<file path="config.mk">
export PLATFORM = sky130hd
export DESIGN_NAME = seg7_display_16
export DESIGN_NICKNAME = d
export VERILOG_FILES = /design/src/rtl/seg7_pkg.sv /design/src/rtl/hex_to_7seg.sv /design/src/rtl/seg7_display_16.sv
export SDC_FILE = /design/constraint.sdc
export NUM_CORES = 1
export LEC_CHECK = 0
export BUFFER_PORTS_ARGS = -buffer_cell sky130_fd_sc_hd__buf_4
export CORE_AREA = 2 2 64 78
export DETAILED_ROUTE_END_ITERATION = 8
export DIE_AREA = 0 0 66 80
export GPL_ROUTABILITY_DRIVEN = 0
export HOLD_SLACK_MARGIN = 0.05
export PLACE_DENSITY_LB_ADDON = 0.08
export SYNTH_ARGS = -nofsm -noshare
export SYNTH_HDL_FRONTEND = slang
export SYNTH_SLANG_ARGS = --single-unit
export TNS_END_PERCENT = 5
</file>
<file path="constraint.sdc">
create_clock -name clk -period 4.4 [get_ports clk]
set_input_delay 0 -clock clk [delete_from_list [all_inputs] [get_ports clk]]
set_output_delay 0 -clock clk [all_outputs]
set_load 0.02 [all_outputs]
</file>
<file path="src/rtl/seg7_pkg.sv">
// Shared constants for the seven-segment display path: active-low segment
// patterns {a,b,c,d,e,f,g} for hex digits and the "all dark" values.
package seg7_pkg;

  localparam logic [6:0] SEG_0 = 7'b0000001;
  localparam logic [6:0] SEG_1 = 7'b1001111;
  localparam logic [6:0] SEG_2 = 7'b0010010;
  localparam logic [6:0] SEG_3 = 7'b0000110;
  localparam logic [6:0] SEG_4 = 7'b1001100;
  localparam logic [6:0] SEG_5 = 7'b0100100;
  localparam logic [6:0] SEG_6 = 7'b0100000;
  localparam logic [6:0] SEG_7 = 7'b0001111;
  localparam logic [6:0] SEG_8 = 7'b0000000;
  localparam logic [6:0] SEG_9 = 7'b0000100;
  localparam logic [6:0] SEG_A = 7'b0001000;
  localparam logic [6:0] SEG_B = 7'b1100000;
  localparam logic [6:0] SEG_C = 7'b0110001;
  localparam logic [6:0] SEG_D = 7'b1000010;
  localparam logic [6:0] SEG_E = 7'b0110000;
  localparam logic [6:0] SEG_F = 7'b0111000;

  localparam logic [6:0] SEG_BLANK = 7'b1111111;
  localparam logic [3:0] AN_OFF    = 4'b1111;

endpackage

</file>
<file path="src/rtl/hex_to_7seg.sv">
// Combinational hex nibble to active-low seven-segment pattern.
module hex_to_7seg
  import seg7_pkg::*;
(
  input  logic [3:0] nibble,
  output logic [6:0] pattern
);

  always_comb begin
    pattern = SEG_BLANK;
    case (nibble)
      4'h0: pattern = SEG_0;
      4'h1: pattern = SEG_1;
      4'h2: pattern = SEG_2;
      4'h3: pattern = SEG_3;
      4'h4: pattern = SEG_4;
      4'h5: pattern = SEG_5;
      4'h6: pattern = SEG_6;
      4'h7: pattern = SEG_7;
      4'h8: pattern = SEG_8;
      4'h9: pattern = SEG_9;
      4'hA: pattern = SEG_A;
      4'hB: pattern = SEG_B;
      4'hC: pattern = SEG_C;
      4'hD: pattern = SEG_D;
      4'hE: pattern = SEG_E;
      4'hF: pattern = SEG_F;
      default: pattern = SEG_BLANK;
    endcase
  end

endmodule

</file>
<file path="src/rtl/seg7_display_16.sv">
// Four-digit multiplexed common-anode display driver: scans data[15:0] as hex
// digits, one digit per REFRESH_COUNT clocks, with optional leading-zero blanking.
module seg7_display_16
  import seg7_pkg::*;
#(
  parameter int REFRESH_COUNT = 100000,
  parameter bit BLANK_LZ      = 1'b1
) (
  input  logic        clk,
  input  logic        rst,
  input  logic [15:0] data,
  input  logic        enable,
  output logic [3:0]  an,
  output logic [6:0]  seg,
  output logic        dp
);

  localparam int CW = (REFRESH_COUNT > 1) ? $clog2(REFRESH_COUNT) : 1;

  logic [CW-1:0] tick_cnt;
  logic          tick;
  logic [1:0]    sel;
  logic [3:0]    nibble;
  logic [6:0]    pattern;
  logic [3:0]    blank;
  logic [3:0]    an_next;
  logic [6:0]    seg_next;

  assign tick = (tick_cnt == CW'(REFRESH_COUNT - 1));

  // Scan timing runs independently of enable so re-enabling resumes in phase.
  always_ff @(posedge clk or posedge rst) begin
    if (rst) begin
      tick_cnt <= '0;
      sel      <= 2'd0;
    end else if (tick) begin
      tick_cnt <= '0;
      sel      <= sel + 2'd1;
    end else begin
      tick_cnt <= tick_cnt + CW'(1);
    end
  end

  // Digit k is blanked when it and every more significant nibble are zero.
  assign blank[0] = 1'b0;
  generate
    for (genvar gi = 1; gi < 4; gi++) begin : g_blank
      assign blank[gi] = BLANK_LZ && (data[15:4*gi] == '0);
    end
  endgenerate

  always_comb begin
    nibble = data[3:0];
    case (sel)
      2'd0: nibble = data[3:0];
      2'd1: nibble = data[7:4];
      2'd2: nibble = data[11:8];
      2'd3: nibble = data[15:12];
      default: nibble = data[3:0];
    endcase
  end

  hex_to_7seg u_dec (
    .nibble  (nibble),
    .pattern (pattern)
  );

  always_comb begin
    an_next  = AN_OFF;
    seg_next = SEG_BLANK;
    if (enable && !blank[sel]) begin
      an_next  = ~(4'b0001 << sel);
      seg_next = pattern;
    end
  end

  always_ff @(posedge clk or posedge rst) begin
    if (rst) begin
      an  <= AN_OFF;
      seg <= SEG_BLANK;
    end else begin
      an  <= an_next;
      seg <= seg_next;
    end
  end

  assign dp = 1'b1;

endmodule
</file>
==> impl_metrics.toml <==
[run_status]
status = "finished clean"

[floorplanning]
start_util_pct = 38.2
boundaryPins = 31
coreArea_sq_um = 4530
die_h_um = 80
fp.dieArea_sq_um = 5280
rows = 27
dieWidth_um = 66

[sta]
timing.final.crit_share_pct = 64.7
whs_ps = 59.9
rsz0062_at_grt = "false"
clock.fmax_mhz = 351
skew_ps = 8.84
slew_viol_final = 0
fin_crit_ps = 2850
setup_viol = 0
max_slew_margin_pct = 27.2
worst_pin_slew_ps = 1090
hold_viol_final = 0
finalSetupTns_ps = 0

[global_routing]
grt_max_degree = 31
grt_pass1_wl_um = 6640
met3_usage_pct = 3.81
overflow = 0
top_usage_layer = "met2"
antenna_found_initial = 0
met1_usage_pct = 18.1
grt_pass1_vias = 1402
grt_use_met2_pct = 31.1
grt_use_total_pct = 16.9

[synthesis]
synth-edff-count = 0
synthCells = 165
synth-seq-area-share_pct = 44.2
synth_ff_type = "dfrtp_1"
syn_nets = 196
synth_warnings = 0
synth.ff_latch_count = 30
synth_area_sq_um = 1730
syn_avg_cell_area_sq_um = 10.5
synth_cell_types = 48
async_reset_ff_share_pct = 100

[cts]
post_cts_resized = 0
post_cts_buffers = 0
cts_root_buf = "clkbuf_8"
cts_tree = "done"
cts_buffer_depth = 2
clkSlewWorstSetupHoldPaths_ps = 60
ctsHtreeMaxLevel = 2
clock_sinks = 30
hold_buffers = 1
cts_inserted_buffers = 5
clkLatencyLatePin_ps = 280

[placement]
hpwl_um = 3030
dpl_cell_area_sq_um = 2000
numPortBuffers = 29

[finish]
multi_input_area_sq_um = 908
nNetsFinal = 229
seqCellArea_sq_um = 764
fin_util_pct = 46.3
diodes = 0
syn2layout_area_growth_pct = 21.0
fillers = 445
final_area_sq_um = 2090
layout_commonest_cell = "buf_4"
layout-drive-gt1-share_pct = 28.6
layout_common_cells = "30 x buf_4, 19 x dfrtp_1, 12 x ha_1"

[routing]
viasPerCell = 5.37
drtIter0Drc = 65
vias = 1379
drc = 0
wl_per_cell_um = 15.3
drt-pass1-iter-count = 4
ant_nets = 0
wl_um = 3940

[worst_setup_path]
worstPathMaxFanout = 8
end_kind = "flip-flop"
worst-path-buf-inv = 3
crit_chain = "inv_1 > ha_1 > clkinv_1 > a21oi_1 > inv_1 > ha_1 > mux2_4 > a221oi_2 > o21ai_1"
cp_slowest_cell = "dfrtp_1"
cp.required_ps = 4590
critPathMaxStageDelay_ps = 420
r2r_slack_ps = 1550
critPathLaunchType = "flip-flop"
criticalPathCategory = "flip-flop to flip-flop"
critPathTopFamily = "compound AO/OA/AOI/OAI gates"
worstPathArrival_ps = 3040

[flow_run]
drv_cap = 0

[pwr]
intPower_mw = 0.430
peakVddDrop_v = 0.0000880
p_sw_mw = 0.138
power.density_nw_per_um2 = 271
netSwitchingFraction_pct = 24.4
leakagePower_nw = 0.937
power_mw = 0.568
seq_power_share_pct = 50.6
pwr-share-clk_pct = 37.0
power_frac_comb_pct = 12.4

[worst_hold_path]
min_path_type = "primary input to flip-flop"
==> routing by layer <==
metal | vias to the layer above | wire (um)
met5 | - | 0
met4 | 0 | 75
met3 | 7 | 132
met2 | 23 | 2120
met1 | 669 | 1600
li1 | 680 | -
==> cell usage after synthesis, types with 2 or more instances <==
master	n	area [sq um]
nand3_1	11	55.1
a211o_2	2	20.0
nor2_1	9	33.8
nor4_1	3	18.8
mux2_2	3	33.8
nand2_1	9	33.8
and4_1	5	43.8
o211ai_1	4	30.0
ha_1	12	150
or3_1	2	12.5
a211oi_1	2	15.0
a222oi_1	2	20.0
dfstp_2	11	289
clkbuf_1	3	11.3
a22oi_1	2	15.0
o2bb2ai_1	2	17.5
dfrtp_1	19	475
o21ai_0	2	10.0
and3_1	2	12.5
nand4_1	6	37.5
xor2_1	8	70.1
o21ai_1	2	10.0
inv_1	8	30.0
nor2b_1	3	18.8
xnor2_1	6	52.6
a21oi_1	5	25.0
==> kinds of logic (layout without fill, tap and decap cells) <==
family / after synthesis / in the layout / synth area share (%)
and+or+nand+nor: 55 / 55 / 17.7
muxes: 5 / 5 / 3.40
buffers and inverters: 14 / 48 / 3.33
DFF: 30 / 30 / 44.2
AOI/OAI and AO/OA: 34 / 34 / 15.4
other: 1 / 1 / 0.217
adders and majority gates: 12 / 12 / 8.68
xor gates and xnor gates: 14 / 14 / 7.09
==> metrics by stage <==
step	setup slack [ps]	instances
finish	1550	257
detailed placement	1600	248
CTS	1570	257
floorplan	1930	165
global route	1310	257
global placement	1750	248
==> worst paths after layout <==
check | cells after the start | from | end
min in group asynchronous | 3 | rst | sel[0]
worst max register to register | 9 | sel[0] | seg[3]
worst min-delay path | 4 | enable | seg[6]
worst max-delay path | 9 | sel[0] | seg[3]
worst min register to register | 1 | tick_cnt[8] | tick_cnt[8]
max in group asynchronous | 3 | rst | tick_cnt[3]
==> final cells by class <==
type	count	share of cell area, %
clock buffer	8	3.82
inverter	9	1.61
multi-input combinational	121	43.4
sequential	30	36.5
tap	58	3.46
timing repair buffer	31	11.2
==> power groups by stage <==
stage / logic (mW) / registers (mW) / clock network [mW]
final: 0.0706 / 0.288 / 0.210
after global placement: 0.0699 / 0.292 / 0
after detailed placement: 0.0706 / 0.292 / 0
after CTS: 0.0714 / 0.288 / 0.215
after global routing: 0.0774 / 0.288 / 0.235
after floorplan: 0.0315 / 0.300 / 0
==> state kept, by name (all words and copies together), names as in the netlist <==
signal    flops
an            4
seg           7
sel           2
tick_cnt     17
==> worst register-to-register path: stages, from the launching register on <==
cell      delay, ps
dfrtp_1         420
inv_1           160
ha_1            320
clkinv_1        250
a21oi_1         410
inv_1           180
ha_1            350
mux2_4          280
a221oi_2        270
o21ai_1         110
(Power assumes the default switching activity.)
